$ cat src/rtl/ysyx_23060221_axi_pkg.sv
// rtl/ysyx_23060221_axi_pkg.sv - shared types and constants for the AXI arbiter
// Purpose: arbiter state encoding, master index constants, grant vector bit
//          positions and AXI response codes.
// Ports:   none (package).
package ysyx_23060221_axi_pkg;

  typedef enum logic [1:0] {
    IDLE  = 2'd0,
    RD_M0 = 2'd1,
    RD_M1 = 2'd2,
    WR_M1 = 2'd3
  } arb_state_e;

  // Master index, also the low bit of the id sent downstream.
  localparam logic M0_IDX = 1'b0;
  localparam logic M1_IDX = 1'b1;

  // Bit positions inside the one-hot grant vector.
  localparam int G_RD_M0 = 0;
  localparam int G_RD_M1 = 1;
  localparam int G_WR_M1 = 2;

  localparam logic [1:0] RESP_OKAY   = 2'b00;
  localparam logic [1:0] RESP_EXOKAY = 2'b01;
  localparam logic [1:0] RESP_SLVERR = 2'b10;
  localparam logic [1:0] RESP_DECERR = 2'b11;

endpackage

$ cat src/rtl/ysyx_23060221_arb_pick.sv
// rtl/ysyx_23060221_arb_pick.sv - combinational grant selector
// Purpose: turns the three request lines into a one-hot grant. m1 write always
//          beats m1 read; between m0 and m1 the tie goes to m1 unless m1 was
//          the last master granted.
// Ports:   m0_rd_req, m1_rd_req, m1_wr_req - pending requests
//          last_grant                     - index of the last granted master
//          grant[2:0]                     - one-hot {wr_m1, rd_m1, rd_m0}
module ysyx_23060221_arb_pick
  import ysyx_23060221_axi_pkg::*;
(
  input  logic       m0_rd_req,
  input  logic       m1_rd_req,
  input  logic       m1_wr_req,
  input  logic       last_grant,
  output logic [2:0] grant
);

  logic m1_req;
  logic m1_wins;

  assign m1_req  = m1_rd_req | m1_wr_req;
  // m0 only takes a contested cycle when m1 was served last.
  assign m1_wins = m1_req & ~(m0_rd_req & (last_grant == M1_IDX));

  always_comb begin
    grant = 3'b000;
    if (m1_wins) begin
      if (m1_wr_req) grant[G_WR_M1] = 1'b1;
      else           grant[G_RD_M1] = 1'b1;
    end else if (m0_rd_req) begin
      grant[G_RD_M0] = 1'b1;
    end
  end

endmodule

$ cat src/rtl/ysyx_23060221_axi_arbiter.sv
// rtl/ysyx_23060221_axi_arbiter.sv - 2-master to 1-slave AXI arbiter
// Purpose: shares one AXI slave port between the IFU (m0, read only) and the
//          LSU (m1, read and write). Requests are sampled in IDLE, the grant
//          takes effect one cycle later and channels are then passed through
//          combinationally until the last R beat or the B response.
// Ports:   clk, reset            - clock, asynchronous active-high reset
//          m0_ar*/m0_r*           - IFU read channels
//          m1_ar*/m1_r*           - LSU read channels
//          m1_aw*/m1_w*/m1_b*     - LSU write channels
//          s_*                    - downstream slave port
// Config:  YSYX_23060221_ARB_RR_EN - round-robin m0/m1 arbitration (default:
//          fixed priority m1 write > m1 read > m0 read).
module ysyx_23060221_axi_arbiter
  import ysyx_23060221_axi_pkg::*;
#(
  parameter int AW = 32,
  parameter int DW = 64
) (
  input  logic          clk,
  input  logic          reset,
  input  logic          m0_arvalid,
  output logic          m0_arready,
  input  logic [AW-1:0] m0_araddr,
  input  logic [3:0]    m0_arid,
  input  logic [7:0]    m0_arlen,
  input  logic [2:0]    m0_arsize,
  input  logic [1:0]    m0_arburst,
  output logic          m0_rvalid,
  input  logic          m0_rready,
  output logic [DW-1:0] m0_rdata,
  output logic [1:0]    m0_rresp,
  output logic          m0_rlast,
  output logic [3:0]    m0_rid,
  input  logic          m1_arvalid,
  output logic          m1_arready,
  input  logic [AW-1:0] m1_araddr,
  input  logic [3:0]    m1_arid,
  input  logic [7:0]    m1_arlen,
  input  logic [2:0]    m1_arsize,
  input  logic [1:0]    m1_arburst,
  output logic          m1_rvalid,
  input  logic          m1_rready,
  output logic [DW-1:0] m1_rdata,
  output logic [1:0]    m1_rresp,
  output logic          m1_rlast,
  output logic [3:0]    m1_rid,
  input  logic          m1_awvalid,
  output logic          m1_awready,
  input  logic [AW-1:0] m1_awaddr,
  input  logic [3:0]    m1_awid,
  input  logic [7:0]    m1_awlen,
  input  logic [2:0]    m1_awsize,
  input  logic [1:0]    m1_awburst,
  input  logic          m1_wvalid,
  output logic          m1_wready,
  input  logic [DW-1:0] m1_wdata,
  input  logic [7:0]    m1_wstrb,
  input  logic          m1_wlast,
  output logic          m1_bvalid,
  input  logic          m1_bready,
  output logic [1:0]    m1_bresp,
  output logic [3:0]    m1_bid,
  output logic          s_arvalid,
  input  logic          s_arready,
  output logic [AW-1:0] s_araddr,
  output logic [3:0]    s_arid,
  output logic [7:0]    s_arlen,
  output logic [2:0]    s_arsize,
  output logic [1:0]    s_arburst,
  input  logic          s_rvalid,
  output logic          s_rready,
  input  logic [DW-1:0] s_rdata,
  input  logic [1:0]    s_rresp,
  input  logic          s_rlast,
  input  logic [3:0]    s_rid,
  output logic          s_awvalid,
  input  logic          s_awready,
  output logic [AW-1:0] s_awaddr,
  output logic [3:0]    s_awid,
  output logic [7:0]    s_awlen,
  output logic [2:0]    s_awsize,
  output logic [1:0]    s_awburst,
  output logic          s_wvalid,
  input  logic          s_wready,
  output logic [DW-1:0] s_wdata,
  output logic [7:0]    s_wstrb,
  output logic          s_wlast,
  input  logic          s_bvalid,
  output logic          s_bready,
  input  logic [1:0]    s_bresp,
  input  logic [3:0]    s_bid
);

  arb_state_e state_q, state_d;
  logic [3:0] id_q, id_d;
  logic       addr_done_q, addr_done_d;
  logic [2:0] grant;
  logic       pick_last;

  // The slave only ever sees {3'b0, idx}; the master's own id is replayed
  // from id_q, so the returned slave ids carry no extra information.
  logic unused_ids;
  assign unused_ids = ^{s_rid, s_bid};

  ysyx_23060221_arb_pick u_pick (
    .m0_rd_req  (m0_arvalid),
    .m1_rd_req  (m1_arvalid),
    .m1_wr_req  (m1_awvalid),
    .last_grant (pick_last),
    .grant      (grant)
  );

`ifdef YSYX_23060221_ARB_RR_EN
  logic last_grant_q;
  always_ff @(posedge clk or posedge reset) begin
    if (reset) last_grant_q <= M0_IDX;
    else if (state_q == IDLE && grant != 3'b000)
      last_grant_q <= grant[G_RD_M0] ? M0_IDX : M1_IDX;
  end
  assign pick_last = last_grant_q;
`else
  // Pretending m0 always went last makes the picker a fixed m1-first priority.
  assign pick_last = M0_IDX;
`endif

  always_ff @(posedge clk or posedge reset) begin
    if (reset) begin
      state_q     <= IDLE;
      id_q        <= 4'd0;
      addr_done_q <= 1'b0;
    end else begin
      state_q     <= state_d;
      id_q        <= id_d;
      addr_done_q <= addr_done_d;
    end
  end

  always_comb begin
    state_d    = state_q;
    id_d       = id_q;
    m0_arready = 1'b0;
    m0_rvalid  = 1'b0;
    m0_rdata   = '0;
    m0_rresp   = RESP_OKAY;
    m0_rlast   = 1'b0;
    m0_rid     = 4'd0;
    m1_arready = 1'b0;
    m1_rvalid  = 1'b0;
    m1_rdata   = '0;
    m1_rresp   = RESP_OKAY;
    m1_rlast   = 1'b0;
    m1_rid     = 4'd0;
    m1_awready = 1'b0;
    m1_wready  = 1'b0;
    m1_bvalid  = 1'b0;
    m1_bresp   = RESP_OKAY;
    m1_bid     = 4'd0;
    s_arvalid  = 1'b0;
    s_araddr   = '0;
    s_arid     = 4'd0;
    s_arlen    = 8'd0;
    s_arsize   = 3'd0;
    s_arburst  = 2'd0;
    s_rready   = 1'b0;
    s_awvalid  = 1'b0;
    s_awaddr   = '0;
    s_awid     = 4'd0;
    s_awlen    = 8'd0;
    s_awsize   = 3'd0;
    s_awburst  = 2'd0;
    s_wvalid   = 1'b0;
    s_wdata    = '0;
    s_wstrb    = 8'd0;
    s_wlast    = 1'b0;
    s_bready   = 1'b0;
    unique case (state_q)
      IDLE: begin
        if (grant[G_WR_M1]) begin
          state_d = WR_M1;
          id_d    = m1_awid;
        end else if (grant[G_RD_M1]) begin
          state_d = RD_M1;
          id_d    = m1_arid;
        end else if (grant[G_RD_M0]) begin
          state_d = RD_M0;
          id_d    = m0_arid;
        end
      end
      // addr_done_q blocks a second address from leaking through while the
      // granted burst is still outstanding.
      RD_M0: begin
        s_arvalid  = m0_arvalid & ~addr_done_q;
        m0_arready = s_arready & ~addr_done_q;
        s_araddr   = m0_araddr;
        s_arid     = {3'b000, M0_IDX};
        s_arlen    = m0_arlen;
        s_arsize   = m0_arsize;
        s_arburst  = m0_arburst;
        s_rready   = m0_rready;
        m0_rvalid  = s_rvalid;
        m0_rdata   = s_rdata;
        m0_rresp   = s_rresp;
        m0_rlast   = s_rlast;
        m0_rid     = id_q;
        if (s_rvalid & m0_rready & s_rlast) state_d = IDLE;
      end
      RD_M1: begin
        s_arvalid  = m1_arvalid & ~addr_done_q;
        m1_arready = s_arready & ~addr_done_q;
        s_araddr   = m1_araddr;
        s_arid     = {3'b000, M1_IDX};
        s_arlen    = m1_arlen;
        s_arsize   = m1_arsize;
        s_arburst  = m1_arburst;
        s_rready   = m1_rready;
        m1_rvalid  = s_rvalid;
        m1_rdata   = s_rdata;
        m1_rresp   = s_rresp;
        m1_rlast   = s_rlast;
        m1_rid     = id_q;
        if (s_rvalid & m1_rready & s_rlast) state_d = IDLE;
      end
      WR_M1: begin
        s_awvalid  = m1_awvalid & ~addr_done_q;
        m1_awready = s_awready & ~addr_done_q;
        s_awaddr   = m1_awaddr;
        s_awid     = {3'b000, M1_IDX};
        s_awlen    = m1_awlen;
        s_awsize   = m1_awsize;
        s_awburst  = m1_awburst;
        s_wvalid   = m1_wvalid;
        m1_wready  = s_wready;
        s_wdata    = m1_wdata;
        s_wstrb    = m1_wstrb;
        s_wlast    = m1_wlast;
        s_bready   = m1_bready;
        m1_bvalid  = s_bvalid;
        m1_bresp   = s_bresp;
        m1_bid     = id_q;
        if (s_bvalid & m1_bready) state_d = IDLE;
      end
    endcase
    addr_done_d = addr_done_q | (s_arvalid & s_arready) | (s_awvalid & s_awready);
    if (state_d == IDLE) addr_done_d = 1'b0;
  end

endmodule

$ cat config.mk
export PLATFORM = sky130hd
export DESIGN_NAME = ysyx_23060221_axi_arbiter
export DESIGN_NICKNAME = d
export VERILOG_FILES = /design/src/rtl/ysyx_23060221_axi_pkg.sv /design/src/rtl/ysyx_23060221_arb_pick.sv /design/src/rtl/ysyx_23060221_axi_arbiter.sv
export SDC_FILE = /design/constraint.sdc
export NUM_CORES = 1
export LEC_CHECK = 0
export ABC_AREA = 1
export BUFFER_PORTS_ARGS = -buffer_cell sky130_fd_sc_hd__buf_4
export CORE_AREA = 2 2 247 249
export CTS_CLUSTER_SIZE = 14
export DETAILED_ROUTE_END_ITERATION = 12
export DIE_AREA = 0 0 249 251
export SKIP_CTS_REPAIR_TIMING = 1
export SYNTH_ARGS = -nofsm -noshare
export SYNTH_HDL_FRONTEND = slang
export SYNTH_SLANG_ARGS = --single-unit
$ cat constraint.sdc
create_clock -name clk -period 1.7 [get_ports clk]
set_input_delay 0.34 -clock clk [delete_from_list [all_inputs] [get_ports clk]]
set_output_delay 0.34 -clock clk [all_outputs]
set_load 0.05 [all_outputs]
==> metrics.md, run 1 <==
| Metric | Value |
|---|---|
| Grt ovf | `0` |
| Final GP Congestion | `0.7882` |
| CP arrival | `1790 ps` |
| Pre-antenna DRT Iters | `5` |
| Largest stage delay, worst path | `440 ps` |
| Clock group share of total power | `1.7%` |
| Die X-Extent | `249 µm` |
| P per Cell Area | `1741 nW/µm²` |
| CP max FO | `8` |
| DR vias | `7180` |
| Clock Skew | `2.830 ps` |
| Startpoint types | `flop` |
| Hold/Removal Path Class | `input pin to async pin` |
| Worst skew pair latency | `230 ps` |
| WHS | `76.84 ps` |
| Die ar. | `62500 µm²` |
| # clock sinks | `7` |
| Post-DP HPWL | `23.37 mm` |
| Num ports | `642` |
| Synthesis-stage register bit count | `7` |
| Routed WL | `31.51 mm` |
| Vias in the first global route | `6362` |
| Clock buffer depth | `2` |
| Worst setup path endpoint | `s_arsize[2]` |
| Mapped Cells | `809` |
| Critical Path RT | `1360 ps` |
| Average size of a mapped cell | `4.255 µm²` |
| Yosys cell types | `22` |
| Post-synth design cell area | `3442 µm²` |
| Setup WS post-layout | `-428.8 ps` |
| Cell leakage power | `5.689 nW` |
| CP Launch Point | `state_q[1]` |
| Vias/cell | `3.170` |
| Clock-pin slew on the worst setup and hold paths | `40 ps` |
| Post-route ant nets | `0` |
| Port Buffers | `627` |
| CTS tree | `yes` |
| Initial drt markers | `278` |
| P_int | `9.071 mW` |
| Warnings, synthesis | `0` |
| RR Startpoint | `state_q[1]` |
| Flip-flop and latch area | `177.7 µm²` |
| Total GRT Usage | `7.543%` |
| Flop2flop setup slack | `50 ps` |
| Die height | `251 µm` |
| Unrepaired setup endpoints after global routing | `yes` |
| CP max-delay cell | `dfrtp_2` |
| Largest net degree at the start of global routing | `40` |
| Cells on worst reg2reg path | `10` |
| Violated checks | `negative setup slack` |
| Sw Share | `62.41%` |
| Multi-input gate area | `3580 µm²` |
| Run status | `finished with violations` |
| Maximum vdd drop | `0.0008368 V` |
| Reg-to-reg endpoint | `addr_done_q` |
| Row cnt | `90` |
| Max H-tree Level | `1` |
| First-pass GRT wire length | `37.18 mm` |
| CP endpoint kind | `output pin` |
| Comb pwr share | `96.7%` |
| Sequential area share after synthesis | `5.089%` |
| Residual DRC count | `0` |
| MaxCap Viol Count | `0` |
| Initial antenna violation count | `2` |
| Sw power | `15.06 mW` |
| Fin nets | `1799` |
| Core Area | `59790 µm²` |
| Worst-path cell chain | `inv_4 > ha_4 > buf_12 > clkbuf_16 > nand2_4 > a21oi_4 > buf_6` |
| Starting Density | `5.756%` |
| Crit Path Category | `flop to output pin` |
| Area growth syn-to-layout | `302.8%` |
| Sequential power share | `1.6%` |
| Slew Limit Fails | `0` |
| Fin crit period | `2129 ps` |
| Clock Root Buffer | `clkbuf_16` |
| DR WL/cell | `13.91 µm` |
| Max Freq | `469.7 MHz` |
| # fillers | `6483` |
| Layout cells sized above 1 | `84.95%` |
| Endpoints failing hold | `0` |
| Setup TNS | `-96020 ps` |
| CTS Buf Count | `3` |
| Crit share post-route | `125.2%` |
| Final setup fails | `325` |
[area by class of cell]
class / count / share of cell area [%]
diodes: 1 / 0.01805
clock buffers: 4 / 0.5686
inverters: 280 / 15.05
multi-input cells: 476 / 25.82
flip-flops and latches: 7 / 1.282
well taps: 782 / 7.058
repair buffers: 714 / 50.15
repair inverters: 1 / 0.04513
[per-layer routing]
| layer | up-vias | wire, µm | global-route usage [%] |
|---|---|---|---|
| li1 | 3530 | - | - |
| met1 | 3233 | 11730 | 8.680 |
| met2 | 378 | 16620 | 13.94 |
| met3 | 39 | 2088 | 1.325 |
| met4 | 0 | 1066 | 2.649 |
| met5 | - | 0 | 0 |
[critical path, delay by kind of cell (launching register included)]
kind | cells | cell delay, ps
AO/OA/AOI/OAI | 1 | 130
flip-flops | 1 | 440
adder cells (fa/ha/maj) | 1 | 240
AND/OR/NAND/NOR | 1 | 60
buffers and inverters | 4 | 650
[flip-flops by register name (all words and copies together) (netlist names)]
signal	cells
state_q	2
id_q	4
addr_done_q	1
[worst min path at each step]
stage / from / endpoint
after detailed placement: reset / id_q[1]
after CTS: reset / id_q[1]
final: reset / id_q[1]
after global placement: reset / id_q[1]
after floorplan: reset / addr_done_q
after global routing: reset / id_q[1]
[cell usage in the layout (no fill, tap or decap), types with 2 or more instances in the layout]
master / netlist / final
nand3_1: 4 / 4
nand2_4: 0 / 97
buf_16: 0 / 3
buf_8: 0 / 66
nand2_1: 388 / 187
buf_4: 6 / 481
inv_1: 278 / 3
a41oi_1: 4 / 4
inv_4: 0 / 2
nand2_2: 2 / 103
dfrtp_2: 0 / 2
conb_1: 1 / 6
nor2_2: 2 / 3
nor2_4: 1 / 3
clkbuf_16: 0 / 19
buf_12: 0 / 23
inv_2: 2 / 2
buf_6: 1 / 125
ha_4: 0 / 4
nor2_1: 11 / 8
nand2_8: 0 / 3
dfrtp_1: 7 / 5
a21oi_4: 0 / 46
clkinvlp_4: 0 / 272
[logic make-up (layout without fill, tap and decap cells)]
| logic type | count (synthesis) | after routing | synth area share, % |
|---|---|---|---|
| fa+ha+maj | 5 | 5 | 1.818 |
| buf+inv | 331 | 999 | 38.42 |
| compound gates | 53 | 53 | 8.542 |
| other cells | 1 | 7 | 0.1089 |
| flops | 7 | 7 | 5.089 |
| simple gates | 412 | 412 | 46.02 |
[cell usage after synthesis (all sizes together)]
cell type / n / area share (%)
a21oi: 47 / 6.8
nand2: 390 / 43
a21boi: 1 / 0.55
nand3: 5 / 0.87
conb: 1 / 0.11
a41oi: 4 / 1.0
dfrtp: 7 / 5.1
ha: 5 / 1.8
buf: 51 / 7.9
nand3b: 1 / 0.22
inv: 280 / 31
and3: 2 / 0.36
nor2: 14 / 1.9
o21ai: 1 / 0.15
[through the flow]
stage | util (%) | std cells | instance area [µm²] | setup WS, ps | power [mW]
after floorplan | - | 814 | 5435 | -178.2 | 13.92
after global placement | 18.75 | 2222 | 11210 | -277.5 | 19.37
after detailed placement | 18.75 | 2222 | 11210 | -302.5 | 19.38
after CTS | 18.88 | 2226 | 11290 | -551.6 | 19.84
after global routing | 23.18 | 2265 | 13860 | -483.7 | 25.14
final | 23.18 | 2265 | 13860 | -428.8 | 24.13
[power groups by stage]
stage	clock [mW]	combinational (mW)	sequential, mW
final	0.407	23.3	0.382
after global routing	0.423	24.3	0.406
after detailed placement	0	19.0	0.369
after CTS	0.418	19.1	0.367
after floorplan	0	13.6	0.317
after global placement	0	19.0	0.368
Note: power is estimated with default switching activity, not from simulation.
==> inputs of run 2 (changes only) <==
--- a/config.mk
+++ b/config.mk
@@ -11,6 +11,7 @@
 export CTS_CLUSTER_SIZE = 14
 export DETAILED_ROUTE_END_ITERATION = 12
 export DIE_AREA = 0 0 249 251
+export GPL_TIMING_DRIVEN = 0
 export SKIP_CTS_REPAIR_TIMING = 1
 export SYNTH_ARGS = -nofsm -noshare
 export SYNTH_HDL_FRONTEND = slang
==> constraint.sdc (replaced) <==
create_clock -name clk -period 1.7 [get_ports clk]
set_input_delay 0.17 -clock clk [delete_from_list [all_inputs] [get_ports clk]]
set_output_delay 0.17 -clock clk [all_outputs]
set_load 0.05 [all_outputs]
==> metrics.md, run 2 (synthesis results as in run 1) <==
| Metric | Value |
|---|---|
| Max H-tree Level | `1` |
| Die ar. | `62500 µm²` |
| Top flop regs | `id_q: 4 flops, state_q: 2 flops, addr_done_q: 1 flops` |
| Violated checks | `negative setup slack` |
| Flop2flop setup slack | `120 ps` |
| P per Cell Area | `1781 nW/µm²` |
| Sw Share | `58.83%` |
| Grt ovf | `0` |
| Final GP Congestion | `0.8247` |
| Hold/Removal Path Class | `input pin to flop` |
| Cells on worst reg2reg path | `7` |
| Clock group share of total power | `1.4%` |
| Crit-path most repeated cell | `buf_12` |
| Die X-Extent | `249 µm` |
| Unrepaired setup endpoints after global routing | `yes` |
| Worst slack, placed | `-1018 ps` |
| Total GRT Usage | `10.06%` |
| Crit Path Category | `flop to output pin` |
| Clock Root Buffer | `clkbuf_16` |
| Clock Skew | `2.584 ps` |
| Setup TNS | `-68450 ps` |
| Max Freq | `489.4 MHz` |
| # fillers | `6159` |
| Largest net degree at the start of global routing | `11` |
| Die height | `251 µm` |
| CP arrival | `1870 ps` |
| Initial antenna violation count | `4` |
| Setup WS post-layout | `-343.3 ps` |
| CP Launch Point | `state_q[1]` |
| Core Area | `59790 µm²` |
| Residual DRC count | `0` |
| WHS | `236.8 ps` |
| Port Buffers | `626` |
| Crit share post-route | `120.2%` |
| Largest stage delay, worst path | `460 ps` |
| Run status | `finished with violations` |
| Worst setup path endpoint | `s_araddr[4]` |
| Buf/Inv on CP | `4` |
| DR WL/cell | `19.11 µm` |
| Final setup fails | `319` |
| P_int | `11.90 mW` |
| WP depth | `7` |
| Most frequent cells in the layout | `332 x buf_4, 237 x buf_8, 223 x nand2_4` |
| Fin nets | `1832` |
| Layout cells sized above 1 | `89.44%` |
| Starting Density | `5.756%` |
| Non-Filler Instances | `2303` |
| Clock buffer depth | `2` |
| Cell leakage power | `8.373 nW` |
| Final Util | `27.14%` |
| Maximum vdd drop | `0.001672 V` |
| Endpoints failing hold | `0` |
| Post-route ant nets | `0` |
| Pre-antenna DRT Iters | `4` |
| Initial drt markers | `283` |
| Num ports | `642` |
| CP max-delay cell | `dfrtp_2` |
| First-pass GRT wire length | `45.79 mm` |
| Reg-to-reg endpoint | `addr_done_q` |
| Placed cells | `2222` |
| Post-DP HPWL | `30.49 mm` |
| Delay-heaviest family, CP | `buffers and inverters` |
| CTS Buf Count | `3` |
| Row cnt | `90` |
| CP endpoint kind | `output pin` |
| Multi-input gate area | `4457 µm²` |
| Flip-flop and latch area | `176.4 µm²` |
| Worst-path cell chain | `inv_4 > ha_4 > buf_12 > buf_12 > nand2_2 > a21oi_4 > buf_6` |
| MaxCap Viol Count | `0` |
| RR Startpoint | `state_q[1]` |
| Max reg flops | `4` |
| Sw power | `17.01 mW` |
| Vias in the first global route | `6723` |
| Fin crit period | `2043 ps` |
| Worst skew pair latency | `230 ps` |
| CTS tree | `yes` |
| DR vias | `7810` |
| Routed WL | `44.00 mm` |
| Critical Path RT | `1530 ps` |
| Clock-pin slew on the worst setup and hold paths | `40 ps` |
| Area growth syn-to-layout | `371.5%` |
| Slew Limit Fails | `0` |
| Startpoint types | `flop` |
| CP max FO | `7` |
| Vias/cell | `3.391` |
| Commonest non-fill, non-tap cell in the layout | `buf_4` |
| # clock sinks | `7` |
| Top reg by flops | `id_q` |
| Sequential power share | `1.5%` |
| Comb pwr share | `97.1%` |
## run 2: cell count changes in the layout (fill, tap and decap cells not counted), sizes merged
cell	previous run	this run
dlygate4sd3	0	1
clkinvlp	272	120
clkbuf	20	36
diode	1	6
buf	698	715
inv	9	160
## run 2: layout make-up
| cell class | count | share of cell area, % |
|---|---|---|
| Sequential cell | 7 | 1.087 |
| Multi-Input combinational cell | 476 | 27.46 |
| Inverter | 280 | 9.436 |
| Antenna cell | 6 | 0.09251 |
| Tap cell | 782 | 6.028 |
| Buffer | 51 | 5.381 |
| Timing Repair Buffer | 697 | 50.03 |
| Clock buffer | 4 | 0.4857 |
## run 2: routing by layer
layer	global-route usage, %	vias up	wire, µm
met5	0	-	0
met4	3.377	0	2466
met3	1.595	89	2804
met2	17.94	470	22090
met1	12.25	3639	16640
li1	-	3612	-
## run 2: through the flow
stage | cell area, µm² | total power, mW
floorplan | 4439 | 12.29
global placement | 10120 | 18.18
detailed placement | 10120 | 18.16
CTS | 10200 | 18.62
global route | 16230 | 29.95
finish | 16230 | 28.91
## run 2: worst min-delay path: cells and delay by family
kind	cells	cell delay (ps)
buffers and inverters	1	110
AOI/OAI and AO/OA	1	90
and+or+nand+nor	1	50
## run 2: how the worst min path moves through the flow
stage,depth (start not counted),end,start,slack [ps]
global route,3,id_q[3],m0_arid[3],240
global placement,2,id_q[1],reset,170
finish,3,id_q[0],m0_arid[0],240
detailed placement,2,id_q[1],reset,180
CTS,2,id_q[1],reset,-70
floorplan,1,addr_done_q,reset,-30
## run 2: power by group through the flow
| stage | Combinational [mW] | Clock, mW | Sequential, mW |
|---|---|---|---|
| final | 28.1 | 0.409 | 0.443 |
| after global routing | 29.1 | 0.432 | 0.458 |
| after CTS | 17.8 | 0.420 | 0.366 |
| after detailed placement | 17.8 | 0 | 0.369 |
| after global placement | 17.8 | 0 | 0.371 |
| after floorplan | 12.0 | 0 | 0.313 |
==> inputs of run 3 (changes only) <==
--- a/config.mk
+++ b/config.mk
@@ -12,6 +12,7 @@
 export DETAILED_ROUTE_END_ITERATION = 12
 export DIE_AREA = 0 0 249 251
 export GPL_TIMING_DRIVEN = 0
+export PLACE_DENSITY = 0.3
 export SKIP_CTS_REPAIR_TIMING = 1
 export SYNTH_ARGS = -nofsm -noshare
 export SYNTH_HDL_FRONTEND = slang
==> metrics.md, run 3 (synthesis results as in run 1) <==
| Metric | Value |
|---|---|
| Cells on worst reg2reg path | `9` |
| Clock buffer depth | `2` |
| P per Cell Area | `1797 nW/µm²` |
| Clock-pin slew on the worst setup and hold paths | `40 ps` |
| Pre-antenna DRT Iters | `4` |
| N_diodes | `0` |
| Initial drt markers | `210` |
| Final GP Congestion | `0.8065` |
| Flip-flop and latch area | `177.7 µm²` |
| First-pass GRT wire length | `44.68 mm` |
| Post-DP HPWL | `28.24 mm` |
| Worst hold endpoint | `addr_done_q` |
| Top flop regs | `id_q: 4 flops, state_q: 2 flops, addr_done_q: 1 flops` |
| Core Area | `59790 µm²` |
| Row cnt | `90` |
| Clock Root Buffer | `clkbuf_16` |
| CTS tree | `yes` |
| Die ar. | `62500 µm²` |
| Area growth syn-to-layout | `224.6%` |
| CTS Buf Count | `3` |
| Buf/Inv on CP | `4` |
| Largest net degree at the start of global routing | `11` |
| Fin nets | `1773` |
| MaxCap Viol Count | `0` |
| Delay-heaviest family, CP | `buffers and inverters` |
| Hold/Removal Path Class | `input pin to flop` |
| CP arrival | `1780 ps` |
| Reg-to-reg endpoint | `addr_done_q` |
| CP endpoint kind | `output pin` |
| Multi-input gate area | `2619 µm²` |
| PnR Total Power | `20.08 mW` |
| RR Startpoint | `state_q[0]` |
| # clock sinks | `7` |
| Max Freq | `512.6 MHz` |
| Setup WS post-layout | `-250.8 ps` |
| Layout cells sized above 1 | `63.26%` |
| Fin crit period | `1951 ps` |
| WHS | `225.0 ps` |
| CP max FO | `10` |
| Residual DRC count | `0` |
| Crit-path most repeated cell | `buf_12` |
| Port Buffers | `626` |
| Violated checks | `negative setup slack` |
| Die X-Extent | `249 µm` |
| Max reg flops | `4` |
| Cell leakage power | `5.886 nW` |
| # fillers | `6909` |
| Crit share post-route | `114.8%` |
| Vias in the first global route | `6831` |
| Worst skew pair latency | `230 ps` |
| Initial antenna violation count | `1` |
| Top reg by flops | `id_q` |
| Post-route ant nets | `0` |
| Worst hold stages | `3` |
| Worst-path cell chain | `inv_4 > ha_4 > buf_12 > buf_12 > nand2_1 > a21oi_4 > buf_8` |
| Routed WL | `31.77 mm` |
| Unrepaired setup endpoints after global routing | `yes` |
| Commonest non-fill, non-tap cell in the layout | `buf_4` |
| Maximum vdd drop | `0.001233 V` |
| Num ports | `642` |
| Run status | `finished with violations` |
| Startpoint types | `flop` |
| Max H-tree Level | `1` |
| CP max-delay cell | `dfrtp_2` |
| Grt ovf | `0` |
| Vias/cell | `3.076` |
| Flop2flop setup slack | `250 ps` |
| Clock Skew | `1.296 ps` |
| Final setup fails | `313` |
| Slew Limit Fails | `0` |
| DR WL/cell | `14.20 µm` |
| Hold_sp | `s_arready` |
| Most frequent cells in the layout | `555 x buf_4, 343 x nand2_1, 156 x inv_1` |
| Endpoints failing hold | `0` |
| CP Launch Point | `state_q[0]` |
| Critical Path RT | `1530 ps` |
| Die height | `251 µm` |
| Total GRT Usage | `9.412%` |
| Starting Density | `5.756%` |
| Crit Path Category | `flop to output pin` |
| Largest stage delay, worst path | `430 ps` |
| DR vias | `6885` |
==> run 3: power breakdown <==
group	internal (mW)	switching [mW]	leakage [nW]	total [mW]
logic	6.25	13.0	5.77	19.3
clock network	0.312	0.0827	0.0382	0.394
registers	0.253	0.136	0.0807	0.389
==> run 3: area by class of cell <==
| cell class | count | share of cell area (%) |
|---|---|---|
| Buffer | 51 | 5.152 |
| Clock buffer | 4 | 0.7056 |
| Multi-Input combinational cell | 476 | 23.44 |
| Timing Repair Buffer | 638 | 46.80 |
| Inverter | 280 | 13.55 |
| Sequential cell | 7 | 1.590 |
| Tap cell | 782 | 8.758 |
==> run 3: tightest hold or removal path, stage by stage <==
cell and delay [ps]:
buf_4 100, a21oi_1 60, nor2_1 80
==> run 3: how the worst max path moves through the flow <==
stage | endpoint | slack [ps] | cells after the start
6_report | s_araddr[15] | -250 | 7
5_1_grt | s_araddr[15] | -330 | 7
4_1_cts | s_araddr[15] | -1000 | 7
3_5_place_dp | s_araddr[16] | -740 | 7
3_3_place_gp | s_araddr[16] | -750 | 7
2_1_floorplan | addr_done_q | -40 | 7
==> run 3: routing by layer <==
layer  global-route usage [%]  wire length (µm)  part of all wire, %
met1                    10.11             11540                   36
met2                    19.00             17640                   56
met3                    2.216              2245                  7.1
met4                   0.8831               340                  1.1
met5                        0                 0                    0
==> run 3: metrics by stage <==
stage / setup slack (ps) / util [%] / cell area [µm²] / std cells / TNS, ps
after floorplan: -39.47 / - / 4439 / 814 / -1203
after global placement: -747.6 / 16.92 / 10120 / 2222 / -86160
after detailed placement: -744.7 / 16.92 / 10120 / 2222 / -86260
after CTS: -1003 / 17.05 / 10200 / 2226 / -166120
after global routing: -332.8 / 18.68 / 11170 / 2238 / -74230
final: -250.8 / 18.68 / 11170 / 2238 / -45760
